[src/rtl/rank_pkg.sv]
// Shared defaults and types for the rank stack reader.
package rank_pkg;

    localparam int DW_DEF = 8;
    localparam int N_DEF  = 5;

    localparam logic [7:0] DROP_MAX = 8'd255;

    typedef enum logic {
        IDLE = 1'b0,
        SEND = 1'b1
    } state_t;

endpackage

[src/rtl/rank_seq_check.sv]
// Combinational check that a flattened stack is non-decreasing (unsigned).
module rank_seq_check #(
    parameter int DW = 8,
    parameter int N  = 5
) (
    input  logic [N*DW-1:0] stack,
    output logic            err
);

    always_comb begin
        err = 1'b0;
        for (int k = 0; k < N - 1; k++) begin
            if (stack[(k+1)*DW +: DW] < stack[k*DW +: DW])
                err = 1'b1;
        end
    end

endmodule

[src/rtl/rank_stack_reader.sv]
// Captures a sorted stack on request and streams it out one entry per beat,
// ascending or descending, with valid/ready handshaking.
module rank_stack_reader
    import rank_pkg::*;
#(
    parameter int DW = DW_DEF,
    parameter int N  = N_DEF
) (
    input  logic            clk,
    input  logic            rst_n,
    input  logic            snap_req,
    input  logic [N*DW-1:0] sd_flat,
    input  logic            desc,
    input  logic            m_ready,
    output logic            m_valid,
    output logic [DW-1:0]   m_data,
    output logic [2:0]      m_idx,
    output logic            m_last,
    output logic            busy,
    output logic [7:0]      drop_cnt,
    output logic            seq_err
);

    localparam logic [2:0] LAST_IDX = 3'(N - 1);

    state_t          state;
    logic [N*DW-1:0] snap;
    logic            snap_desc;
    logic [2:0]      cnt;
    logic            seq_bad;

    logic            xfer;
    logic            end_xfer;
    logic            capture;
    logic [2:0]      first_idx;
    logic [2:0]      next_idx;

    rank_seq_check #(.DW(DW), .N(N)) u_seq_check (
        .stack (sd_flat),
        .err   (seq_bad)
    );

    function automatic logic [DW-1:0] entry(input logic [N*DW-1:0] s, input logic [2:0] k);
        return s[k*DW +: DW];
    endfunction

    assign xfer      = m_valid & m_ready;
    assign end_xfer  = xfer & m_last;
    // A new snapshot is only taken when idle or exactly as the final beat leaves.
    assign capture   = snap_req & ((state == IDLE) | end_xfer);
    assign first_idx = desc ? LAST_IDX : 3'd0;
    assign next_idx  = snap_desc ? (m_idx - 3'd1) : (m_idx + 3'd1);

    always_ff @(posedge clk) begin
        if (!rst_n) begin
            state     <= IDLE;
            snap      <= '0;
            snap_desc <= 1'b0;
            cnt       <= 3'd0;
            m_valid   <= 1'b0;
            m_data    <= '0;
            m_idx     <= 3'd0;
            m_last    <= 1'b0;
            busy      <= 1'b0;
            drop_cnt  <= 8'd0;
            seq_err   <= 1'b0;
        end else begin
            if (snap_req && !capture && drop_cnt != DROP_MAX)
                drop_cnt <= drop_cnt + 8'd1;

            if (capture) begin
                state     <= SEND;
                snap      <= sd_flat;
                snap_desc <= desc;
                cnt       <= 3'd0;
                m_valid   <= 1'b1;
                busy      <= 1'b1;
                m_idx     <= first_idx;
                m_data    <= entry(sd_flat, first_idx);
                m_last    <= (N == 1);
                if (seq_bad)
                    seq_err <= 1'b1;
            end else if (end_xfer) begin
                state   <= IDLE;
                m_valid <= 1'b0;
                busy    <= 1'b0;
                m_data  <= '0;
                m_idx   <= 3'd0;
                m_last  <= 1'b0;
            end else if (xfer) begin
                cnt    <= cnt + 3'd1;
                m_idx  <= next_idx;
                m_data <= entry(snap, next_idx);
                m_last <= ((cnt + 3'd1) == LAST_IDX);
            end
        end
    end

endmodule
[config.mk]
export PLATFORM = sky130hd
export DESIGN_NAME = rank_stack_reader
export DESIGN_NICKNAME = d
export VERILOG_FILES = /design/src/rtl/rank_pkg.sv /design/src/rtl/rank_seq_check.sv /design/src/rtl/rank_stack_reader.sv
export SDC_FILE = /design/constraint.sdc
export NUM_CORES = 1
export LEC_CHECK = 0
export BUFFER_PORTS_ARGS = -buffer_cell sky130_fd_sc_hd__clkbuf_2
export CORE_MARGIN = 4
export CORE_UTILIZATION = 60
export CTS_BUF_LIST = sky130_fd_sc_hd__clkbuf_16
export CTS_CLUSTER_DIAMETER = 30
export DETAILED_ROUTE_END_ITERATION = 6
export HOLD_SLACK_MARGIN = 0.15
export PLACE_DENSITY_LB_ADDON = 0.2
export REMOVE_ABC_BUFFERS = 1
export SLEW_MARGIN = 20
export SYNTH_ARGS = -nofsm -noshare
export SYNTH_HDL_FRONTEND = slang
export SYNTH_HIERARCHICAL = 1
export SYNTH_SLANG_ARGS = --single-unit
[constraint.sdc]
create_clock -name clk -period 5.5 [get_ports clk]
set_input_delay 0.825 -clock clk [delete_from_list [all_inputs] [get_ports clk]]
set_output_delay 0.825 -clock clk [all_outputs]
set_load 0.1 [all_outputs]
Word-level counts from Yosys, hierarchy flattened
Index checks and enable logic that the tools add are counted.
{"block": "op_classes", "n_addsub": 4, "magnitude_cmp": 4, "eq_ne": 2, "n_shift": 2, "muxes": 14, "bitwise_logic": 7, "reduce_logical": 9}
{"operator": "$shiftx 40x7->8", "count": 2}
{"operator": "$lt 8x8->1", "count": 4}
{"operator": "$mux 8", "count": 3}
{"operator": "$mux 3", "count": 5}
{"operator": "$add 8x1->8 const B", "count": 1}
{"operator": "$ne 8x8->1 const B", "count": 1}
{"operator": "$add 3x1->3 const B", "count": 2}
{"operator": "$mux 1", "count": 6}
{"operator": "$reduce_and 2->1", "count": 2}
{"operator": "$and 1x1->1", "count": 3}
{"operator": "$eq 3x3->1 const B", "count": 1}
{"operator": "$not 1->1", "count": 3}
{"operator": "$reduce_bool 3->1", "count": 1}
{"operator": "$reduce_or 3->1", "count": 1}
{"operator": "$sub 3x1->3 const B", "count": 1}
{"operator": "$logic_and 1x1->1", "count": 2}
{"operator": "$reduce_bool 2->1", "count": 1}
{"operator": "$reduce_or 2->1", "count": 1}
{"operator": "$logic_not 1->1", "count": 1}
{"operator": "$or 1x1->1", "count": 1}
{"block": "word_totals", "register_bits": 66}

Longest topological paths before layout
{"block": "depth", "ltp_word": 7, "mapped_depth": 10}

By module
Netlist, hierarchy kept.
{"mod": "rank_stack_reader", "instances": 1, "cells_each": 347, "area_per_inst_um2": 3034.2}
{"mod": "rank_seq_check", "instances": 1, "cells_each": 92, "area_per_inst_um2": 695.7}

Worst setup path after synthesis
Ideal clock, no wire load.
{"block": "synth_timing", "path_kind": "flip-flop to flip-flop", "from": "register m_idx[0]", "to": "register m_data[4]", "arrival_time_ns": 3.286, "t_required_ns": 5.381, "path_slack_ns": 2.095, "path_stages_with_launch": 11, "cell_sequence": "dfxtp_1 > buf_6 > clkbuf_1 > inv_1 > fa_1 > buf_2 > clkbuf_1 > mux4_2 > mux2_2 > a221oi_2 > nor2_1"}
{"block": "synth_via", "elab_chain_cells": 6, "word_cells_on_any_way": 7, "cone_classes": "add/sub (2); shift (1); mux (4)"}
{"item": "start, declared", "line_no": "rank_stack_reader.sv:17", "source": "output logic [2:0] m_idx,"}
{"item": "start signal, assigned", "line_no": "rank_stack_reader.sv:78", "source": "m_idx <= first_idx;"}
{"item": "start signal, assigned", "line_no": "rank_stack_reader.sv:92", "source": "m_idx <= next_idx;"}
{"item": "$add 3x1->3 or $sub 3x1->3 (tied branches)", "line_no": "rank_stack_reader.sv:52", "source": "assign next_idx = snap_desc ? (m_idx - 3'd1) : (m_idx + 3'd1);"}
{"item": "$mux 3 (*)", "line_no": "rank_stack_reader.sv:52"}
{"item": "$shiftx 40x7->8 (*)", "line_no": "rank_stack_reader.sv:44", "source": "return s[k*DW +: DW];"}
{"item": "$mux 8 (*)", "line_no": "rank_stack_reader.sv:90", "source": "end else if (xfer) begin"}
{"item": "$mux 8 (*)", "line_no": "rank_stack_reader.sv:83", "source": "end else if (end_xfer) begin"}
{"item": "$mux 8 (*)", "line_no": "rank_stack_reader.sv:71", "source": "if (capture) begin"}
{"item": "end signal, assigned", "line_no": "rank_stack_reader.sv:79", "source": "m_data <= entry(sd_flat, first_idx);"}
{"item": "end signal, assigned", "line_no": "rank_stack_reader.sv:93", "source": "m_data <= entry(snap, next_idx);"}
{"item": "end, declared", "line_no": "rank_stack_reader.sv:16", "source": "output logic [DW-1:0] m_data,"}
Every way passes the cells marked *; elsewhere a longest branch is shown, timed or not. The select of a mux whose other input is x is not followed.
A chain may end at the register's enable or synchronous reset.

Worst setup path after layout
{"block": "layout_timing", "from": "register m_idx[0]", "to": "register m_data[0]"}
The elaborated chain is that of the path after synthesis.

==> out/qor.csv <==
stage,metric,value,unit
detailed_routing,wl_per_cell,16.8,um
floorplanning,fp.dieH,86.8,um
placement,gp_congestion,0.795,
synth,synth_edf_count,0,
synth,syn_avg_cell_area,8.50,um^2
hold_path,hold_class,flop to flop,
detailed_routing,wl,9610,um
layout,diodes,0,
detailed_routing,drt_first_iter_violations,260,
grt,grt_antenna_before_repair,0,
detailed_routing,avgViaCountPerCell,5.88,
hold_path,hold_depth,2,
floorplanning,start_util,62.3,%
floorplanning,ioPinCount,68,
clock_tree,clockBufferDepth,2,
sta,fin_crit,3.40,ns
floorplanning,die_x,86.8,um
placement,dpl.cell_count,556,
layout,stdcell_area,4350,um^2
grt,grt_max_degree,54,
grt,grt_pass1_wl,15500,um
clock_tree,hold_buffers,0,
sta,timing.final.ws_setup,2.10,ns
synth,ys_types,41,
layout,layout_commonest_cell,nand2_1,
layout,final_core_util,72.7,%
detailed_routing,ant_nets,0,
clock_tree,cts_made_buffers,9,
clock_tree,clock_latency,0.33,ns
sta,setup_viol,0,
grt,grt_usage,26.5,%
grt,grt_pass1_vias,3302,
floorplanning,core-area,5990,um^2
power_and_ir_drop,power_leakage,1.99,nW
clock_tree,cts.sinks,66,
sta,hold_viol,0,
setup_path,crit_type,flop to flop,
run,cap_violations,0,
layout,final_cell_mix,"93 x nand2_1, 67 x clkbuf_2, 66 x dfxtp_1, 59 x a21oi_1, 33 x inv_1",
synth,async_reset_ff_share,0,%
setup_path,cp.required,5.72,ns
power_and_ir_drop,switching_share,30.7,%
placement,place_area,4060,um^2
synth,seq_area_frac_synth,35.4,%
layout,finalNonFillerCells,572,
detailed_routing,dr.pass1.iters,5,
power_and_ir_drop,finalPower,1.36,mW
floorplanning,rows,28,
power_and_ir_drop,p_switching,0.419,mW
setup_path,cp_max_fo,19,
power_and_ir_drop,power_frac_seq,38.4,%
clock_tree,cts_tree,done,
setup_path,end_kind,flop,
placement,port_buffers,67,
floorplanning,dieArea,7540,um^2
sta,drv_slew,0,
sta,max_freq,294,MHz
synth,ys_warn_count,6,
power_and_ir_drop,intPower,0.945,mW
power_and_ir_drop,p_comb_share,20.3,%
clock_tree,ctsResizeCount,0,
sta,fin_skew,0.00579,ns
run_status,status,finished clean,
power_and_ir_drop,p_per_area,313,nW/um^2
setup_path,worstPathArrival,3.62,ns
sta,relSlewSlack,39.3,%
clock_tree,post_cts_buffers,0,
clock_tree,cts_root_buf,clkbuf_16,
power_and_ir_drop,ir_drop,0.220,mV
placement,place_hpwl,6760,um
setup_path,cp-start-kind,flop,
synth,netlist_area,3730,um^2
layout,drive_above_1_share,24.7,%
placement,pre_cts_ws,2.12,ns
setup_path,rr_worst_depth,6,
sta,rsz0062_at_grt,no,
layout,finalNetCount,569,
clock_tree,htree_levels,3,
sta,hold_slack,0.453,ns
layout,area_growth,16.7,%
synth,synth_ff_type,dfxtp_1,
sta,tightest_slew,0.909,ns
setup_path,reg2reg_slack,2.10,ns
synth,netlist_instances,439,
grt,grt_overflow,0,
synth,ys_ff_latch,66,
detailed_routing,drc,0,
clock_tree,clkSlewWorstSetupHoldPaths,0.06,ns
sta,post-route-period-util,61.8,%
power_and_ir_drop,pwr-share-clk,41.3,%
sta,setup_tns,0,ns
detailed_routing,vias,3362,
[worst paths after layout]
kind                    startpoint                     end
max reg2reg  m_idx[0]$_SDFFE_PN0P_  m_data[0]$_SDFFE_PN0P_
min reg2reg  snap[32]$_SDFFE_PN0P_   snap[32]$_SDFFE_PN0P_
max          m_idx[0]$_SDFFE_PN0P_  m_data[0]$_SDFFE_PN0P_
min          snap[32]$_SDFFE_PN0P_   snap[32]$_SDFFE_PN0P_
[cells by family after synthesis]
group           after synthesis  share of synthesized area (%)
simple gates                142                           16.2
compound gates              108                           19.3
flops                        66                           35.4
buf+inv                      61                           6.68
fa+ha+maj                    32                           10.9
mux                          25                           9.93
xor+xnor                      5                           1.58
[sequential cells by signal, indices dropped and copies added, names as in the netlist]
register and cells:
m_last 1, drop_cnt 8, cnt 3, m_idx 3, state 1, snap 40, m_data 8, seq_err 1
snap_desc 1
[cell type report]
| cell class | count | area, um^2 |
|---|---|---|
| flip-flops and latches | 66 | 1320 |
| fillers | 463 | 1640 |
| repair buffers | 69 | 350 |
| well taps | 75 | 93.8 |
| multi-input cells | 312 | 2170 |
| inverters | 34 | 128 |
| clock inverters | 7 | 68.8 |
| clock buffers | 9 | 225 |
[worst max-delay path: stages (launching register included)]
cell and delay, ns:
dfxtp_1 0.87, inv_1 0.21, fa_1 1.07, mux4_2 0.59, mux2_2 0.28, a221oi_2 0.21
nor2_1 0.06
[metal layers]
layer	up-vias	part of all wire (%)	routed length, um	GRT usage, %
met1	1611	41	3980	33.7
met5	-	0	0	0
met3	13	6.1	586	3.80
met2	100	51	4910	45.3
met4	0	1.3	129	9.77
li1	1638	-	-	-
[power by group through the flow]
stage	Sequential, mW	Clock [mW]	Combinational [mW]
floorplan	0.595	0	0.132
finish	0.523	0.564	0.277
global placement	0.532	0	0.266
global route	0.527	0.589	0.299
detailed placement	0.533	0	0.273
CTS	0.523	0.569	0.276
[cells in the mapped netlist (7+ instances only)]
cell type  number  share of area, %
a21oi_1        59               7.9
a221oi_2        8               3.2
and3_1          8               1.3
buf_2           7              0.94
clkbuf_1       15               1.5
dfxtp_1        66                35
ha_1           31                10
inv_1          33               3.3
mux2_2         16               4.8
mux4_2          8               4.8
nand2_1        93               9.4
nand3_1         7              0.94
nor2_1         20               2.0
o21ai_0        15               2.0
Power figures use the tool's default switching activity.
